## src/rtl/vram_port_scheduler_if.sv

```systemverilog
// Bundles the host access port, the fill command port and VRAM port A of vram_port_scheduler.
// The master side is the system around the scheduler, and the slave side is the scheduler.
interface vram_port_scheduler_if #(
  parameter int ADDR_W = 11
);
  logic              host_req;
  logic              host_we;
  logic [ADDR_W-1:0] host_addr;
  logic [31:0]       host_wdata;
  logic [3:0]        host_wstrb;
  logic              host_gnt;
  logic              host_rvalid;
  logic [31:0]       host_rdata;

  logic              fill_start;
  logic [ADDR_W-1:0] fill_base;
  logic [11:0]       fill_count;
  logic [31:0]       fill_word;
  logic              fill_busy;
  logic              fill_done;

  logic [ADDR_W-1:0] ram_addr;
  logic [3:0]        ram_we;
  logic [31:0]       ram_din;
  logic [31:0]       ram_dout;

  modport master (
    output host_req, host_we, host_addr, host_wdata, host_wstrb,
    input  host_gnt, host_rvalid, host_rdata,
    output fill_start, fill_base, fill_count, fill_word,
    input  fill_busy, fill_done,
    input  ram_addr, ram_we, ram_din,
    output ram_dout
  );

  modport slave (
    input  host_req, host_we, host_addr, host_wdata, host_wstrb,
    output host_gnt, host_rvalid, host_rdata,
    input  fill_start, fill_base, fill_count, fill_word,
    output fill_busy, fill_done,
    output ram_addr, ram_we, ram_din,
    input  ram_dout
  );
endinterface

```

## src/rtl/vram_port_scheduler.sv

```systemverilog
// VRAM port A scheduler that arbitrates host accesses against a block-fill engine.
// The fill engine and its fairness arbitration are built only when VRAM_SCHED_FILL_EN is defined.
module vram_port_scheduler #(
  parameter int ADDR_W = 11,
  parameter int RD_LAT = 1,
  parameter int FAIR_N = 4
) (
  input logic                  S_AXI_ACLK,
  input logic                  S_AXI_ARESETN,
  vram_port_scheduler_if.slave bus
);

  localparam int CNT_W = (FAIR_N < 1) ? 1 : $clog2(FAIR_N + 1);

  logic              host_gnt;
  logic              fill_gnt;
  logic [ADDR_W-1:0] fill_addr;
  logic [31:0]       fill_data;
  logic              fill_busy;
  logic              fill_done;

  logic [ADDR_W-1:0] ram_addr_q, ram_addr_d;
  logic [3:0]        ram_we_q, ram_we_d;
  logic [31:0]       ram_din_q, ram_din_d;
  logic [RD_LAT:0]   rd_pipe_q, rd_pipe_d;
  logic              host_rvalid_q;
  logic [31:0]       host_rdata_q, host_rdata_d;

`ifdef VRAM_SCHED_FILL_EN
  typedef enum logic [1:0] {IDLE, RUN, DONE} fill_state_e;

  fill_state_e       state_q, state_d;
  logic [ADDR_W-1:0] fill_addr_q, fill_addr_d;
  logic [11:0]       fill_left_q, fill_left_d;
  logic [31:0]       fill_word_q, fill_word_d;
  logic [CNT_W-1:0]  starve_q, starve_d;
  logic              fill_forced;

  // Host wins unless the fill has been denied FAIR_N times in a row.
  assign fill_forced = (state_q == RUN) && (starve_q >= CNT_W'(FAIR_N));
  assign host_gnt    = S_AXI_ARESETN && bus.host_req && !fill_forced;
  assign fill_gnt    = S_AXI_ARESETN && (state_q == RUN) && !host_gnt;
  assign fill_addr   = fill_addr_q;
  assign fill_data   = fill_word_q;

  always_ff @(posedge S_AXI_ACLK) begin
    if (!S_AXI_ARESETN) begin
      state_q     <= IDLE;
      fill_addr_q <= '0;
      fill_left_q <= '0;
      fill_word_q <= '0;
      starve_q    <= '0;
    end else begin
      state_q     <= state_d;
      fill_addr_q <= fill_addr_d;
      fill_left_q <= fill_left_d;
      fill_word_q <= fill_word_d;
      starve_q    <= starve_d;
    end
  end

  always_comb begin
    state_d     = state_q;
    fill_addr_d = fill_addr_q;
    fill_left_d = fill_left_q;
    fill_word_d = fill_word_q;
    starve_d    = '0;
    unique case (state_q)
      IDLE: begin
        if (bus.fill_start) begin
          fill_addr_d = bus.fill_base;
          fill_left_d = bus.fill_count;
          fill_word_d = bus.fill_word;
          state_d     = (bus.fill_count == 12'd0) ? DONE : RUN;
        end
      end
      RUN: begin
        if (fill_gnt) begin
          fill_addr_d = fill_addr_q + 1'b1;
          fill_left_d = fill_left_q - 12'd1;
          if (fill_left_q == 12'd1) state_d = DONE;
        end else begin
          starve_d = starve_q + 1'b1;
        end
      end
      DONE:    state_d = IDLE;
      default: state_d = IDLE;
    endcase
  end

  always_comb begin
    fill_busy = 1'b0;
    fill_done = 1'b0;
    unique case (state_q)
      RUN:  fill_busy = 1'b1;
      DONE: begin
        fill_busy = 1'b1;
        fill_done = 1'b1;
      end
      default: ;
    endcase
  end
`else
  logic unused_fill;

  assign unused_fill = ^{bus.fill_start, bus.fill_base, bus.fill_count, bus.fill_word};
  assign host_gnt    = S_AXI_ARESETN && bus.host_req;
  assign fill_gnt    = 1'b0;
  assign fill_addr   = '0;
  assign fill_data   = '0;
  assign fill_busy   = 1'b0;
  assign fill_done   = 1'b0;
`endif

  // The address is held between grants; the write enable is only ever a one-cycle pulse.
  always_comb begin
    ram_addr_d = ram_addr_q;
    ram_we_d   = 4'h0;
    ram_din_d  = ram_din_q;
    if (host_gnt) begin
      ram_addr_d = bus.host_addr;
      ram_we_d   = bus.host_we ? bus.host_wstrb : 4'h0;
      ram_din_d  = bus.host_wdata;
    end else if (fill_gnt) begin
      ram_addr_d = fill_addr;
      ram_we_d   = 4'hF;
      ram_din_d  = fill_data;
    end
    rd_pipe_d    = {rd_pipe_q[RD_LAT-1:0], host_gnt && !bus.host_we};
    host_rdata_d = rd_pipe_q[RD_LAT] ? bus.ram_dout : host_rdata_q;
  end

  always_ff @(posedge S_AXI_ACLK) begin
    if (!S_AXI_ARESETN) begin
      ram_addr_q    <= '0;
      ram_we_q      <= '0;
      ram_din_q     <= '0;
      rd_pipe_q     <= '0;
      host_rvalid_q <= 1'b0;
      host_rdata_q  <= '0;
    end else begin
      ram_addr_q    <= ram_addr_d;
      ram_we_q      <= ram_we_d;
      ram_din_q     <= ram_din_d;
      rd_pipe_q     <= rd_pipe_d;
      host_rvalid_q <= rd_pipe_q[RD_LAT];
      host_rdata_q  <= host_rdata_d;
    end
  end

  assign bus.host_gnt    = host_gnt;
  assign bus.host_rvalid = host_rvalid_q;
  assign bus.host_rdata  = host_rdata_q;
  assign bus.fill_busy   = fill_busy;
  assign bus.fill_done   = fill_done;
  assign bus.ram_addr    = ram_addr_q;
  assign bus.ram_we      = ram_we_q;
  assign bus.ram_din     = ram_din_q;

endmodule

```

## src/flat_wrapper.sv

```systemverilog
// flat-port wrapper written by rule: the top's interface ports become plain ports
module vram_port_scheduler_flat 
#(
  parameter int ADDR_W = 11,
  parameter int RD_LAT = 1,
  parameter int FAIR_N = 4
)
  (S_AXI_ACLK, S_AXI_ARESETN, bus_host_req, bus_host_we, bus_host_addr, bus_host_wdata, bus_host_wstrb, bus_host_gnt, bus_host_rvalid, bus_host_rdata, bus_fill_start, bus_fill_base, bus_fill_count, bus_fill_word, bus_fill_busy, bus_fill_done, bus_ram_addr, bus_ram_we, bus_ram_din, bus_ram_dout);
  vram_port_scheduler_if #(.ADDR_W(ADDR_W)) bus_i ();
  input logic S_AXI_ACLK;
  input logic S_AXI_ARESETN;
  input wire logic [$bits(bus_i.host_req)-1:0] bus_host_req;
  input wire logic [$bits(bus_i.host_we)-1:0] bus_host_we;
  input wire logic [$bits(bus_i.host_addr)-1:0] bus_host_addr;
  input wire logic [$bits(bus_i.host_wdata)-1:0] bus_host_wdata;
  input wire logic [$bits(bus_i.host_wstrb)-1:0] bus_host_wstrb;
  output wire logic [$bits(bus_i.host_gnt)-1:0] bus_host_gnt;
  output wire logic [$bits(bus_i.host_rvalid)-1:0] bus_host_rvalid;
  output wire logic [$bits(bus_i.host_rdata)-1:0] bus_host_rdata;
  input wire logic [$bits(bus_i.fill_start)-1:0] bus_fill_start;
  input wire logic [$bits(bus_i.fill_base)-1:0] bus_fill_base;
  input wire logic [$bits(bus_i.fill_count)-1:0] bus_fill_count;
  input wire logic [$bits(bus_i.fill_word)-1:0] bus_fill_word;
  output wire logic [$bits(bus_i.fill_busy)-1:0] bus_fill_busy;
  output wire logic [$bits(bus_i.fill_done)-1:0] bus_fill_done;
  output wire logic [$bits(bus_i.ram_addr)-1:0] bus_ram_addr;
  output wire logic [$bits(bus_i.ram_we)-1:0] bus_ram_we;
  output wire logic [$bits(bus_i.ram_din)-1:0] bus_ram_din;
  input wire logic [$bits(bus_i.ram_dout)-1:0] bus_ram_dout;
  assign bus_i.host_req = bus_host_req;
  assign bus_i.host_we = bus_host_we;
  assign bus_i.host_addr = bus_host_addr;
  assign bus_i.host_wdata = bus_host_wdata;
  assign bus_i.host_wstrb = bus_host_wstrb;
  assign bus_host_gnt = bus_i.host_gnt;
  assign bus_host_rvalid = bus_i.host_rvalid;
  assign bus_host_rdata = bus_i.host_rdata;
  assign bus_i.fill_start = bus_fill_start;
  assign bus_i.fill_base = bus_fill_base;
  assign bus_i.fill_count = bus_fill_count;
  assign bus_i.fill_word = bus_fill_word;
  assign bus_fill_busy = bus_i.fill_busy;
  assign bus_fill_done = bus_i.fill_done;
  assign bus_ram_addr = bus_i.ram_addr;
  assign bus_ram_we = bus_i.ram_we;
  assign bus_ram_din = bus_i.ram_din;
  assign bus_i.ram_dout = bus_ram_dout;
  vram_port_scheduler #(.ADDR_W(ADDR_W), .RD_LAT(RD_LAT), .FAIR_N(FAIR_N)) u_core (.S_AXI_ACLK(S_AXI_ACLK), .S_AXI_ARESETN(S_AXI_ARESETN), .bus(bus_i));
endmodule
```

## config.mk

```make
export PLATFORM = sky130hd
export DESIGN_NAME = vram_port_scheduler_flat
export DESIGN_NICKNAME = d
export VERILOG_FILES = /design/src/rtl/vram_port_scheduler_if.sv /design/src/rtl/vram_port_scheduler.sv /design/src/flat_wrapper.sv
export SDC_FILE = /design/constraint.sdc
export NUM_CORES = 1
export LEC_CHECK = 0
export BUFFER_PORTS_ARGS = -buffer_cell sky130_fd_sc_hd__buf_2
export CAP_MARGIN = 30
export CORE_ASPECT_RATIO = 0.7
export CORE_MARGIN = 2
export CORE_UTILIZATION = 41
export CTS_CLUSTER_SIZE = 28
export DETAILED_ROUTE_END_ITERATION = 16
export PLACE_DENSITY_LB_ADDON = 0.2
export SYNTH_ARGS = -nofsm -noshare
export SYNTH_HDL_FRONTEND = slang
export SYNTH_SLANG_ARGS = --single-unit
export TNS_END_PERCENT = 5
```

## constraint.sdc

```tcl
create_clock -name S_AXI_ACLK -period 1.3 [get_ports S_AXI_ACLK]
set_input_delay 0.26 -clock S_AXI_ACLK [delete_from_list [all_inputs] [get_ports S_AXI_ACLK]]
set_output_delay 0.26 -clock S_AXI_ACLK [all_outputs]
set_load 0.02 [all_outputs]
```

Word-level counts from Yosys, hierarchy flattened

Index checks and enable logic that the tools add are counted.

Bits in registers: 82
Word-level logic and storage cells: 10

Reduce and logical (&&, ||, !) cells: 4

Operators by type and width:

| kind              | number |
|---|---|
| $reduce_and 3->1  | 1 |
| $logic_and 1x1->1 | 2 |
| $logic_not 1->1   | 1 |

Logic depth before layout (Yosys ltp)

Depth after elaboration: 2
Mapped depth: 4
Depth with buffers taken out: 2

Worst setup path after synthesis

No wires, ideal clock.

Kind: input to output
Start: input port bus_host_req
End: output port bus_host_gnt
Arrival time: 0.714 ns
Path slack: 0.326 ns
Stages: 3
Path buffers: 2
Cell sequence: buf_6 -> buf_12 -> and2_4

Cells in the longest elaborated chain, start to end: 1

RTL lines:

| element            | RTL line                   | RTL |
|---|---|---|
| start: declaration | flat_wrapper.sv:12         | `input wire logic [$bits(bus_i.host_req)-1:0] bus_host_req;` |
| $logic_and 1x1->1  | vram_port_scheduler.sv:107 | `assign host_gnt = S_AXI_ARESETN && bus.host_req;` |
| end: declaration   | flat_wrapper.sv:17         | `output wire logic [$bits(bus_i.host_gnt)-1:0] bus_host_gnt;` |

No other way between the ends.

Final worst setup path

Start: register u_core.ram_din_q[0] (netlist: u_core.bus.ram_din[0])
End: output port bus_ram_din[0]

RTL lines:

| element                  | RTL line                   | RTL |
|---|---|---|
| start: declaration       | vram_port_scheduler.sv:24  | `logic [31:0] ram_din_q, ram_din_d;` |
| start signal: assignment | vram_port_scheduler.sv:144 | `ram_din_q <= ram_din_d;` |
| end: declaration         | flat_wrapper.sv:28         | `output wire logic [$bits(bus_i.ram_din)-1:0] bus_ram_din;` |

No word-level cell between the ends.

==> results.sh <==
export IMPL_syn2layout_area_growth_pct=33.6
export IMPL_power_density_mw_per_mm2=1250
export IMPL_status="finished, final reports clean"
export IMPL_cts_made_buffers=9
export IMPL_setup_ws_ns=0.166
export IMPL_finalHoldViolCount=0
export IMPL_grt_max_degree=34
export IMPL_synth_area_per_cell_um2=11.9
export IMPL_synthFlopType="dfxtp_1"
export IMPL_syn_area_mm2=0.00311
export IMPL_power_mw=5.20
export IMPL_yosysUniqueCellTypes=14
export IMPL_synth_most_common_cell="dfxtp_1"
export IMPL_ios=222
export IMPL_wl_per_cell_um=12.4
export IMPL_grt_pass1_wl_um=10300
export IMPL_r2r_end="u_core.bus.host_rdata[0]$_SDFFE_PN0P_"
export IMPL_power_frac_seq=0.512
export IMPL_maxCapViolCount=0
export IMPL_ir_drop_v=0.000695
export IMPL_vias=2285
export IMPL_fin_crit_ns=1.13
export IMPL_hold_class="primary input to register"
export IMPL_coreArea_mm2=0.00732
export IMPL_report_final_slew_viol_count=0
export IMPL_slowest_stage="dfxtp_1"
export IMPL_grt_antenna_before_repair=0
export IMPL_reg2reg_from="u_core.rd_pipe_q[1]$_SDFF_PN0_"
export IMPL_skew_ns=0.00637
export IMPL_crit_family="flip-flops"
export IMPL_grt_pass1_vias=2197
export IMPL_reg2reg_depth=3
export IMPL_nNetsFinal=562
export IMPL_track_usage=0.160
export IMPL_place_inst=510
export IMPL_initial_utilization=0.424
export IMPL_cts_root_buf="clkbuf_8"
export IMPL_synth_edf_count=0
export IMPL_start_kind="register"
export IMPL_ys_ff_latch=82
export IMPL_drt_iter0_markers=43
export IMPL_clk_latency_ns=0.35
export IMPL_startpoint="u_core.bus.ram_din[0]$_SDFFE_PN0P_"
export IMPL_final_setup_viol_count=0
export IMPL_cp_endpoint="bus_ram_din[0]"
export IMPL_drive_above_1_share=0.439
export IMPL_ctsResizeCount=0
export IMPL_yosys_area_top_type="dfxtp_1"
export IMPL_crit_type="register to output pin"
export IMPL_ys_warn_count=0
export IMPL_internal_power_mw=3.88
export IMPL_cts_tree="done"
export IMPL_row_count=26
export IMPL_drt_pre_antenna_iters=4
export IMPL_async_flop_share=0
export IMPL_hold_slack_ns=0.0981
export IMPL_path_buf_inv=1
export IMPL_pwr_share_comb=0.127
export IMPL_power_switching_mw=1.32
export IMPL_fmax_ghz=0.882
export IMPL_pre_cts_ws_ns=0.159
export IMPL_cts_htree_levels=3
export IMPL_diodes=0
export IMPL_finalCritPeriodShare=0.872
export IMPL_final_cells=526
export IMPL_switching_share=0.253
export IMPL_cp_arrival_ns=0.87
export IMPL_synth_common_cells="dfxtp_1 (82), mux2i_1 (75), nor2b_1 (75), and2_1 (6)"
export IMPL_routabilityCongestion=0.751
export IMPL_hpwlAfterDp_um=4850
export IMPL_crit_path_cell_trace="buf_2"
export IMPL_antenna_left=0
export IMPL_die_w_um=108
export IMPL_clock_sinks=82
export IMPL_cp_slowest_stage_delay_ns=0.35
export IMPL_worstSetupPathDepth=1
export IMPL_drc=0
export IMPL_grt_overflow_total=0
export IMPL_via_per_inst=4.34
export IMPL_netlist_instances=261
export IMPL_hold_buffers=0
export IMPL_rrSetupSlack_ns=0.30
export IMPL_required_ns=1.04
export IMPL_die_area_mm2=0.00830
export IMPL_postCtsSetupBuffers=0
export IMPL_dieHeight_um=76.8
export IMPL_netlist_area_leader_share=0.529
export IMPL_pwr_share_clk=0.361
export IMPL_port_buffers=163
export IMPL_crit_path_end_kind="output pin"
export IMPL_clk_path_buf_depth=2
export IMPL_routed_wl_um=6520
export IMPL_yosysSeqAreaShare=0.529
export IMPL_synthTopCellsByArea="dfxtp_1 (53%), mux2i_1 (24%), nor2b_1 (15%), buf_6 (1.8%), buf_8 (1.5%)"
export IMPL_crit_fanout=2
export IMPL_finalSetupTns_ns=0
export IMPL_rsz0062_at_grt="false"
export IMPL_power_leakage_nw=2.01
export IMPL_path_clk_slew_ns=0.08
layer usage:
layer	global-route usage	vias to the layer above	wire length (um)
met4	0.0769	0	169
met2	0.247	100	2860
met1	0.195	997	2890
met5	0	-	0
met3	0.0621	19	597
li1	-	1169	-
how the worst min path moves through the flow:
stage | start | cells after the start | slack, ns | end
global route | bus_host_we | 2 | 0.09 | u_core.rd_pipe_q[0]$_SDFF_PN0_
detailed placement | u_core.rd_pipe_q[0]$_SDFF_PN0_ | 1 | 0.42 | u_core.rd_pipe_q[1]$_SDFF_PN0_
CTS | bus_host_we | 2 | 0.08 | u_core.rd_pipe_q[0]$_SDFF_PN0_
finish | bus_host_we | 2 | 0.1 | u_core.rd_pipe_q[0]$_SDFF_PN0_
global placement | u_core.rd_pipe_q[0]$_SDFF_PN0_ | 1 | 0.43 | u_core.rd_pipe_q[1]$_SDFF_PN0_
floorplan | bus_host_we | 1 | 0.32 | u_core.rd_pipe_q[0]$_SDFF_PN0_
area by class of cell:
type,count,area (um2)
sequential,82,1640
fill,694,3170
multi-input combinational,161,1290
timing repair buffer,169,886
tap,98,123
clock buffer,11,141
clock inverter,5,62.6
cell families (layout without fill, tap and decap cells):
family | Yosys count | in the layout | synth area share
simple gates | 84 | 84 | 0.173
flops | 82 | 82 | 0.529
mux | 75 | 75 | 0.242
buf+inv | 19 | 185 | 0.0556
other cells | 1 | 2 | 0.00121
power by group through the flow:
stage / Sequential [mW] / Combinational [mW] / Clock [mW]
4_1_cts: 2.66 / 0.671 / 1.95
6_report: 2.66 / 0.660 / 1.88
3_5_place_dp: 2.72 / 0.671 / 0
3_3_place_gp: 2.72 / 0.657 / 0
2_1_floorplan: 2.85 / 0.290 / 0
5_1_grt: 2.68 / 0.718 / 2.06
registers in the layout (all words and copies together) (netlist names):
name and cells:
u_core.bus.ram_addr 11, u_core.bus.host_rvalid 1, u_core.rd_pipe_q 2, u_core.bus.ram_din 32, u_core.bus.ram_we 4, u_core.bus.host_rdata 32
cell usage in the layout, fill, tap and decap left out, types with 2 or more instances in the layout:
cell type	instances
buf_4	4
buf_12	2
nor2b_1	75
dfxtp_1	81
buf_2	163
mux2i_1	75
conb_1	2
and2_1	6
clkbuf_8	10
clkinvlp_4	2
through the flow:
stage	utilization	instance area (um2)
2_1_floorplan	-	3110
3_3_place_gp	0.539	3950
3_5_place_dp	0.539	3950
4_1_cts	0.567	4150
5_1_grt	0.567	4150
6_report	0.567	4150
(Power assumes the default switching activity.)
